<file path="config.mk">
export PLATFORM = sky130hd
export DESIGN_NAME = led_seq_ctrl
export DESIGN_NICKNAME = d
export VERILOG_FILES = /design/src/rtl/led_pkg.sv /design/src/rtl/tick_gen.sv /design/src/rtl/led_seq_ctrl.sv
export SDC_FILE = /design/constraint.sdc
export NUM_CORES = 1
export LEC_CHECK = 0
export CAP_MARGIN = 25
export CORE_ASPECT_RATIO = 0.8
export CORE_MARGIN = 4
export CORE_UTILIZATION = 28
export DETAILED_ROUTE_END_ITERATION = 10
export PLACE_DENSITY = 0.49
export SLEW_MARGIN = 25
export SYNTH_ARGS = -nofsm -noshare
export SYNTH_HDL_FRONTEND = slang
export SYNTH_SLANG_ARGS = --single-unit
export TNS_END_PERCENT = 10
</file>
<file path="constraint.sdc">
create_clock -name clk -period 3.5 [get_ports clk]
set_input_delay 0.525 -clock clk [delete_from_list [all_inputs] [get_ports clk]]
set_output_delay 0.525 -clock clk [all_outputs]
set_load 0.02 [all_outputs]
</file>
<file path="src/rtl/led_pkg.sv">
`default_nettype none
// ============================================================================
//  Module      : led_pkg
//  Description : Shared state, mode and width definitions for the LED
//                sequencer.
//  Revision    : 1.0  initial release
// ============================================================================
package led_pkg;

    localparam int LED_W_DEF = 4;

    typedef logic [1:0] state_t;
    typedef logic [2:0] mode_t;

    localparam state_t ST_IDLE = 2'd0;
    localparam state_t ST_LOAD = 2'd1;
    localparam state_t ST_RUN  = 2'd2;
    localparam state_t ST_HOLD = 2'd3;

    localparam mode_t MODE_STOP  = 3'd0;
    localparam mode_t MODE_SHL   = 3'd1;
    localparam mode_t MODE_SHR   = 3'd2;
    localparam mode_t MODE_PING  = 3'd3;
    localparam mode_t MODE_BLINK = 3'd4;
    localparam mode_t MODE_CNT   = 3'd5;

    // Reserved encodings (6, 7) behave like STOP.
    function automatic logic mode_is_run(input mode_t mode);
        return (mode >= MODE_SHL) && (mode <= MODE_CNT);
    endfunction

endpackage
`default_nettype wire

</file>
<file path="src/rtl/tick_gen.sv">
`default_nettype none
// ============================================================================
//  Module      : tick_gen
//  Description : Prescaler producing a one-cycle tick at TICK_HZ while enabled.
//  Revision    : 1.0  initial release
// ============================================================================
module tick_gen #(
    parameter int CLK_FREQ = 50_000_000,
    parameter int TICK_HZ  = 1000
) (
    input  logic clk,
    input  logic rst,
    input  logic en,
    output logic tick
);
    localparam int C_DIV   = (CLK_FREQ / TICK_HZ < 1) ? 1 : CLK_FREQ / TICK_HZ;
    localparam int C_CNT_W = (C_DIV > 1) ? $clog2(C_DIV) : 1;
    localparam logic [C_CNT_W-1:0] C_TERM = C_CNT_W'(C_DIV - 1);

    logic [C_CNT_W-1:0] r_cnt_q;
    logic [C_CNT_W-1:0] w_cnt_d;
    logic               w_tick;

    always_comb begin
        w_cnt_d = r_cnt_q;
        w_tick  = 1'b0;
        if (en && !rst) begin
            if (r_cnt_q == C_TERM) begin
                w_cnt_d = '0;
                w_tick  = 1'b1;
            end else begin
                w_cnt_d = r_cnt_q + C_CNT_W'(1);
            end
        end
    end

    always_ff @(posedge clk) begin
        if (rst) begin
            r_cnt_q <= '0;
        end else begin
            r_cnt_q <= w_cnt_d;
        end
    end

    assign tick = w_tick;

endmodule
`default_nettype wire

</file>
<file path="src/rtl/led_seq_ctrl.sv">
`default_nettype none
// ============================================================================
//  Module      : led_seq_ctrl
//  Description : Command-driven LED pattern sequencer with ms prescaler,
//                per-step period counter and pause/hold support.
//  Revision    : 1.0  initial release
// ============================================================================
module led_seq_ctrl
    import led_pkg::*;
#(
    parameter int CLK_FREQ = 50_000_000,
    parameter int TICK_HZ  = 1000,
    parameter int LED_W    = LED_W_DEF,
    parameter int PER_W    = 16
) (
    input  logic             clk,
    input  logic             rst,
    input  logic             cmd_valid,
    output logic             cmd_ready,
    input  logic [2:0]       cmd_mode,
    input  logic [PER_W-1:0] cmd_period,
    input  logic             pause,
    output logic [LED_W-1:0] led,
    output logic             step_pulse,
    output logic             busy
);
    localparam logic [LED_W-1:0] C_LED_LSB = LED_W'(1);
    localparam logic [LED_W-1:0] C_LED_MSB = C_LED_LSB << (LED_W - 1);

    state_t             r_state_q,      w_state_d;
    mode_t              r_mode_q,       w_mode_d;
    logic [PER_W-1:0]   r_period_q,     w_period_d;
    logic [PER_W-1:0]   r_per_cnt_q,    w_per_cnt_d;
    logic               r_dir_q,        w_dir_d;
    logic [LED_W-1:0]   r_led_q,        w_led_d;
    logic               r_step_pulse_q, w_step_pulse_d;
    logic               r_busy_q,       w_busy_d;
    logic               r_cmd_ready_q,  w_cmd_ready_d;

    logic               w_tick;
    logic               w_tick_en;
    logic               w_tick_clr;
    logic               w_step;
    logic               w_accept;
    logic [LED_W-1:0]   w_led_init;
    logic [LED_W-1:0]   w_led_next;
    logic               w_dir_next;

    assign w_accept   = cmd_valid && r_cmd_ready_q;
    assign w_tick_en  = (r_state_q == ST_RUN) && !pause;
    assign w_tick_clr = rst || (r_state_q == ST_LOAD);

    tick_gen #(
        .CLK_FREQ (CLK_FREQ),
        .TICK_HZ  (TICK_HZ)
    ) u_tick_gen (
        .clk  (clk),
        .rst  (w_tick_clr),
        .en   (w_tick_en),
        .tick (w_tick)
    );

    always_comb begin
        case (r_mode_q)
            MODE_SHL, MODE_PING: w_led_init = C_LED_LSB;
            MODE_SHR:            w_led_init = C_LED_MSB;
            MODE_BLINK:          w_led_init = '1;
            default:             w_led_init = '0;
        endcase
    end

    // r_dir_q = 1 walks toward the MSB; ends reverse without repeating.
    always_comb begin
        w_led_next = r_led_q;
        w_dir_next = r_dir_q;
        case (r_mode_q)
            MODE_SHL:   w_led_next = {r_led_q[LED_W-2:0], r_led_q[LED_W-1]};
            MODE_SHR:   w_led_next = {r_led_q[0], r_led_q[LED_W-1:1]};
            MODE_PING: begin
                if (r_dir_q) begin
                    if (r_led_q == C_LED_MSB) begin
                        w_led_next = r_led_q >> 1;
                        w_dir_next = 1'b0;
                    end else begin
                        w_led_next = r_led_q << 1;
                    end
                end else begin
                    if (r_led_q == C_LED_LSB) begin
                        w_led_next = r_led_q << 1;
                        w_dir_next = 1'b1;
                    end else begin
                        w_led_next = r_led_q >> 1;
                    end
                end
            end
            MODE_BLINK: w_led_next = ~r_led_q;
            MODE_CNT:   w_led_next = r_led_q + C_LED_LSB;
            default:    w_led_next = r_led_q;
        endcase
    end

    always_comb begin
        w_state_d      = r_state_q;
        w_mode_d       = r_mode_q;
        w_period_d     = r_period_q;
        w_per_cnt_d    = r_per_cnt_q;
        w_dir_d        = r_dir_q;
        w_led_d        = r_led_q;
        w_step_pulse_d = 1'b0;
        w_step         = 1'b0;

        if (w_tick_en && w_tick) begin
            if (r_per_cnt_q == r_period_q - PER_W'(1)) begin
                w_per_cnt_d = '0;
                w_step      = 1'b1;
            end else begin
                w_per_cnt_d = r_per_cnt_q + PER_W'(1);
            end
        end

        case (r_state_q)
            ST_IDLE: w_led_d = '0;
            ST_LOAD: begin
                w_led_d     = w_led_init;
                w_dir_d     = 1'b1;
                w_per_cnt_d = '0;
                w_state_d   = pause ? ST_HOLD : ST_RUN;
            end
            ST_RUN: begin
                if (w_step) begin
                    w_led_d        = w_led_next;
                    w_dir_d        = w_dir_next;
                    w_step_pulse_d = 1'b1;
                end
                if (pause) begin
                    w_state_d = ST_HOLD;
                end
            end
            default: begin
                if (!pause) begin
                    w_state_d = ST_RUN;
                end
            end
        endcase

        // A command accepted in the same cycle as a step suppresses the step.
        if (w_accept) begin
            w_step_pulse_d = 1'b0;
            w_led_d        = r_led_q;
            w_dir_d        = r_dir_q;
            if (mode_is_run(cmd_mode)) begin
                w_state_d  = ST_LOAD;
                w_mode_d   = cmd_mode;
                w_period_d = (cmd_period == '0) ? PER_W'(1) : cmd_period;
            end else begin
                w_state_d  = ST_IDLE;
                w_led_d    = '0;
            end
        end

        w_busy_d      = (w_state_d == ST_RUN) || (w_state_d == ST_HOLD);
        w_cmd_ready_d = (w_state_d != ST_LOAD);
    end

    always_ff @(posedge clk) begin
        if (rst) begin
            r_state_q      <= ST_IDLE;
            r_mode_q       <= MODE_STOP;
            r_period_q     <= PER_W'(1);
            r_per_cnt_q    <= '0;
            r_dir_q        <= 1'b1;
            r_led_q        <= '0;
            r_step_pulse_q <= 1'b0;
            r_busy_q       <= 1'b0;
            r_cmd_ready_q  <= 1'b1;
        end else begin
            r_state_q      <= w_state_d;
            r_mode_q       <= w_mode_d;
            r_period_q     <= w_period_d;
            r_per_cnt_q    <= w_per_cnt_d;
            r_dir_q        <= w_dir_d;
            r_led_q        <= w_led_d;
            r_step_pulse_q <= w_step_pulse_d;
            r_busy_q       <= w_busy_d;
            r_cmd_ready_q  <= w_cmd_ready_d;
        end
    end

    assign led        = r_led_q;
    assign step_pulse = r_step_pulse_q;
    assign busy       = r_busy_q;
    assign cmd_ready  = r_cmd_ready_q;

endmodule
`default_nettype wire

</file>
* Word-level counts from Yosys, hierarchy flattened
Index checks and enable logic that the tools add are counted.
Cells by class: add/subtract/negate cells 4, $lt $le $gt $ge 2, equal/unequal tests 19, multiplexer cells 29, bitwise gates (word level) 3, reductions and logical operators 19
Operators by type and width (number):
- 2-to-1 mux 16 bit | 3
- adder 16 x 1 -> 16 bit, second input constant | 2
- 2-to-1 mux 4 bit | 6
- case mux 4 bit (3 select lines) | 2
- case mux 4 bit (5 select lines) | 1
- == test 16 bit | 1
- == test 16 bit, second input constant | 1
- zero test 16 bit | 1
- subtractor 16 x 1 -> 16 bit, second input constant | 1
- 2-to-1 mux 1 bit | 12
- AND reduction 4 bit | 2
- != test 7 x 2 -> 1 bit, second input constant | 1
- == test 2 bit, second input constant | 3
- == test 3 x 2 -> 1 bit, second input constant | 2
- == test 3 bit, second input constant | 2
- 2-to-1 mux 2 bit | 3
- case mux 2 bit (3 select lines) | 1
- logical AND 1 bit | 5
- adder 4 x 1 -> 4 bit, second input constant | 1
- == test 4 x 1 -> 1 bit, second input constant | 1
- == test 4 bit, second input constant | 1
- != test 2 x 1 -> 1 bit, second input constant | 2
- != test 2 bit, second input constant | 2
- NOT 4 bit | 1
- 15 further kinds | 19
Storage, ports and cells: register bits after elaboration 61, input bits 23, output and inout bits 7, logic and storage cells 86

* Depth between registers and ports, before layout
word-level depth 10, mapped depth 10, depth with buffers taken out 9

* By module
Synthesis repeated with hierarchy kept, for this count alone.
Second synthesis, totals: cells, all modules 477, area total of the unflattened synthesis 3827.4 um^2
By module, submodules not included:
- led_seq_ctrl | instances 1, cells each 385, area an instance 2966.6 um^2, seq. area each 900.9 um^2
- tick_gen | instances 1, cells each 92, area an instance 860.8 um^2, seq. area each 320.3 um^2

* Least setup slack after synthesis
Ideal clock, no wire load.
path type flip-flop to flip-flop, start point reg r_state_q[1], end point reg r_dir_q, library setup time 0.118 ns, data arrival time 2.544 ns, data required time 3.382 ns, setup slack 0.838 ns, stages on the path, launching flop included 11, path buffers 1, period minus slack after synthesis 2.662 ns, cell sequence dfxtp_1 > inv_1 > ha_1 > nor4b_4 > nand4_1 > or2_2 > clkbuf_1 > a2111oi_0 > o2111a_1 > mux2i_1 > nand2_1
Between the ends: word-level cells in the longest chain between the ends 9, elaborated cells between the ends (all ways) 14, those cells by class eq/ne: 4; mux: 3; reduce/logical: 7
RTL lines:
- from (decl) | line led_seq_ctrl.sv:30 | state_t r_state_q, w_state_d;
- from (signal assigned) | line led_seq_ctrl.sv:177 | r_state_q <= w_state_d;
- == test 2 x 1 -> 1 bit | line led_seq_ctrl.sv:51, led_seq_ctrl.sv:121
- logical OR 1 bit | line led_seq_ctrl.sv:51 | assign w_tick_clr = rst || (r_state_q == ST_LOAD);
- zero test 1 bit | line tick_gen.sv:27 | if (en && !rst) begin
- logical AND 1 bit | line tick_gen.sv:27
- 2-to-1 mux 1 bit | line tick_gen.sv:27
- logical AND 1 bit | line led_seq_ctrl.sv:112 | if (w_tick_en && w_tick) begin
- 2-to-1 mux 1 bit | line led_seq_ctrl.sv:112
- != test 2 bit (no source line)
- AND reduction 4 bit (no source line)
- to (signal assigned) | line led_seq_ctrl.sv:181 | r_dir_q <= w_dir_d;
- to (decl) | line led_seq_ctrl.sv:34 | logic r_dir_q, w_dir_d;
Parallel ways exist; a longest one is shown, timed or not. A chain may end at the register's enable or synchronous reset.

* Final worst setup path
start point reg r_period_q[0], end point reg r_per_cnt_q[11]
Between the ends: word-level cells in the longest chain between the ends 3
RTL lines:
- from (decl) | line led_seq_ctrl.sv:32 | logic [PER_W-1:0] r_period_q, w_period_d;
- from (signal assigned) | line led_seq_ctrl.sv:179 | r_period_q <= w_period_d;
- subtractor 16 x 1 -> 16 bit | line led_seq_ctrl.sv:113 | if (r_per_cnt_q == r_period_q - PER_W'(1)) begin
- == test 16 bit | line led_seq_ctrl.sv:113
- 2-to-1 mux 16 bit | line led_seq_ctrl.sv:113
- to (signal assigned) | line led_seq_ctrl.sv:180 | r_per_cnt_q <= w_per_cnt_d;
- to (decl) | line led_seq_ctrl.sv:33 | logic [PER_W-1:0] r_per_cnt_q, w_per_cnt_d;
Every way passes these cells.

==> flow_metrics.env <==
export IMPL_globalRouteTotalUtil=0.133
export IMPL_synth_simple_area_share=0.308
export IMPL_final_cell_area_mm2=0.00452
export IMPL_async_reset_ff_frac=0
export IMPL_arrival_ns=3.22
export IMPL_placed_cells=675
export IMPL_synth_cell_types=63
export IMPL_die_x_um=138
export IMPL_worst_setup_path_start_kind="flop"
export IMPL_place_ws_ns=0.336
export IMPL_dpl_cell_area_mm2=0.00424
export IMPL_cts_tree="built"
export IMPL_tightest_slew_ns=0.652
export IMPL_postRouteAntennaNets=0
export IMPL_synth_compound_area_share=0.177
export IMPL_vias=3473
export IMPL_maxSlewViolCount=0
export IMPL_synth_area_per_cell_um2=7.79
export IMPL_cp_top_family="simple AND/OR/NAND/NOR gates"
export IMPL_grt_first_pass_wirelength_um=16400
export IMPL_maxSlewHeadroom=0.562
export IMPL_ys_seq_elements=61
export IMPL_yosys_most_used_dff="dfxtp_1"
export IMPL_die_y_um=112
export IMPL_vdd_drop_max_mv=0.217
export IMPL_crit_path_max_incr_delay_ns=0.53
export IMPL_areaGrowthSynthToFinish_pct=19.9
export IMPL_grt_antenna_before_repair=0
export IMPL_finalCriticalPeriod_ns=3.03
export IMPL_cts_resized=0
export IMPL_dp_hpwl_um=7210
export IMPL_grt_pass1_vias=3231
export IMPL_cap_violations=0
export IMPL_dieArea_mm2=0.0154
export IMPL_stdcell_count=691
export IMPL_clock_latency_ns=0.33
export IMPL_critPathRequiredTime_ns=3.69
export IMPL_hold_buffers=0
export IMPL_min_from="r_period_q[15]"
export IMPL_clock_sinks=61
export IMPL_muxShareOfSynthArea=0.00796
export IMPL_clk_pin_slew_ns=0.05
export IMPL_postSynthNetCount=517
export IMPL_crit_fanout=14
export IMPL_via_per_inst=5.03
export IMPL_setup_viol=0
export IMPL_rows=37
export IMPL_finalSetupTns_ns=0
export IMPL_post_cts_buffers=0
export IMPL_cp_buffers_inverters=1
export IMPL_nNetsFinal=544
export IMPL_numCtsBuffers=9
export IMPL_status="complete, no violations"
export IMPL_first_iter_violations=206
export IMPL_yosys_warnings=0
export IMPL_numPortBuffers=29
export IMPL_drc=0
export IMPL_num_antenna_cells=0
export IMPL_syn_area_mm2=0.00377
export IMPL_reg2reg_from="r_period_q[0]"
export IMPL_clock_fmax_mhz=330
export IMPL_gp_congestion=0.821
export IMPL_period_share=0.865
export IMPL_finalWirelength_um=9700
export IMPL_synth_fa_ha_area_frac=0.0332
export IMPL_pwr_density_cell_mw_per_mm2=427
export IMPL_drive_gt1_frac=0.0659
export IMPL_synthCells=484
export IMPL_skew_ns=0.00505
export IMPL_critical_path_cell_chain="inv_1, ha_1, or4b_1, nor3_4, a21oi_2, nor4_1, nand2_1, o31ai_4, nor2_1"
export IMPL_hold_path_class="reg2reg"
export IMPL_rsz0062_at_grt="no"
export IMPL_synth_xor_area_frac=0.114
export IMPL_synth_edf_count=0
export IMPL_synth_top_family_by_area="simple AND/OR/NAND/NOR gates"
export IMPL_path_class="reg2reg"
export IMPL_critical_path_startpoint="r_period_q[0]"
export IMPL_first_pass_iters=4
export IMPL_finalWorstSetupSlack_ns=0.472
export IMPL_cellLeakagePower_nw=1.55
export IMPL_coreArea_mm2=0.0130
export IMPL_n_fill_cell=1359
export IMPL_final_hold_viol_count=0
export IMPL_avgRoutedWirePerCell_um=14.0
export IMPL_cts_root_buf="clkbuf_16"
export IMPL_endpoint_kind="flop"
export IMPL_ios=30
export IMPL_overflow=0
export IMPL_yosysSeqAreaShare=0.324
export IMPL_postLayoutCoreUtil=0.348
export IMPL_cts_max_path_buffers=2
export IMPL_grt_max_degree=28
export IMPL_initial_core_util=0.290
export IMPL_slowest_stage="or4b_1"
export IMPL_cts_htree_levels=3
## path summary, 6_finish.rpt
kind | depth (start not counted) | end | slack, ns
hold reg to reg | 2 | r_period_q[15] | 0.48
setup / recovery | 9 | r_per_cnt_q[11] | 0.47
setup reg to reg | 9 | r_per_cnt_q[11] | 0.47
hold / removal | 2 | r_period_q[15] | 0.48
## worst reg2reg max path: stages (launching register included)
cell and delay, ns:
dfxtp_1 0.36, inv_1 0.08, ha_1 0.30, or4b_1 0.53, nor3_4 0.21, a21oi_2 0.08, nor4_1 0.47, nand2_1 0.23
o31ai_4 0.53, nor2_1 0.11
## kinds of logic (layout without fill, tap and decap cells)
| family | count (synthesis) | count (layout) |
|---|---|---|
| buffers and inverters | 34 | 66 |
| AO/OA/AOI/OAI | 95 | 95 |
| multiplexers | 3 | 3 |
| AND/OR/NAND/NOR | 232 | 232 |
| adder cells (fa/ha/maj) | 10 | 10 |
| XOR/XNOR | 49 | 49 |
| flip-flops | 61 | 61 |
## routing by layer
metal,share of wire,wire [um],track usage
met1,0.53,5100,0.199
met4,0.014,136,0.0382
met3,0.052,504,0.0393
met2,0.41,3960,0.182
met5,0,0,0
## cell usage after synthesis, drive strengths merged (3+ instances only)
cell type / instances / area, um^2
a211oi: 5 / 37.5
a21boi: 3 / 22.5
a21oi: 28 / 144
a22oi: 5 / 37.5
a31oi: 7 / 43.8
and2: 3 / 18.8
and3: 7 / 43.8
clkbuf: 16 / 60.1
dfxtp: 61 / 1220
ha: 10 / 125
inv: 16 / 60.1
mux2i: 3 / 30.0
nand2: 64 / 240
nand2b: 4 / 25.0
nand3: 20 / 100
nand4: 11 / 68.8
nor2: 71 / 267
nor2b: 8 / 50.1
nor3: 15 / 86.3
nor4: 7 / 58.8
nor4b: 5 / 58.8
nor4bb: 3 / 30.0
o211ai: 8 / 80.1
o21ai: 14 / 70.1
o31a: 3 / 26.3
or3: 5 / 36.3
xnor2: 25 / 219
xor2: 24 / 210
## sequential cells by signal, summed over array words and instances (netlist names)
signal and count:
u_tick_gen.r_cnt_q 16, step_pulse 1, r_mode_q 3, r_per_cnt_q 16
r_period_q 16, r_dir_q 1, r_state_q 2, busy 1
cmd_ready 1, led 4
## power breakdown
| part | switching [W] | leakage (nW) | internal [W] |
|---|---|---|---|
| Combinational | 0.000202 | 0.920 | 0.000144 |
| Sequential | 0.0000429 | 0.495 | 0.000719 |
| Clock | 0.000312 | 0.138 | 0.000513 |
## through the flow
step	hold slack, ns	total power, W
floorplan	0.448	0.00101
finish	0.484	0.00193
CTS	0.490	0.00196
detailed placement	0.483	0.00112
global route	0.522	0.00203
global placement	0.471	0.00112
## layout make-up
class	count	area (um^2)	area share
well taps	175	219	0.0484
repair buffers	34	328	0.0725
clock buffers	12	256	0.0567
flip-flops and latches	61	1220	0.270
multi-input cells	389	2410	0.534
clock inverters	4	22.5	0.00498
inverters	16	60.1	0.0133
## layout by cell type, fill, tap and decap left out, types with 11 or more instances in the layout
cell | Yosys | final
a21oi_1 | 27 | 27
clkdlybuf4s50_1 | 0 | 29
dfxtp_1 | 61 | 61
inv_1 | 16 | 16
nand2_1 | 64 | 64
nand3_1 | 20 | 20
nand4_1 | 11 | 11
nor2_1 | 71 | 71
nor3_1 | 14 | 14
o21ai_0 | 13 | 13
xnor2_1 | 25 | 25
xor2_1 | 24 | 24
Note: power is estimated with default switching activity, not from simulation.
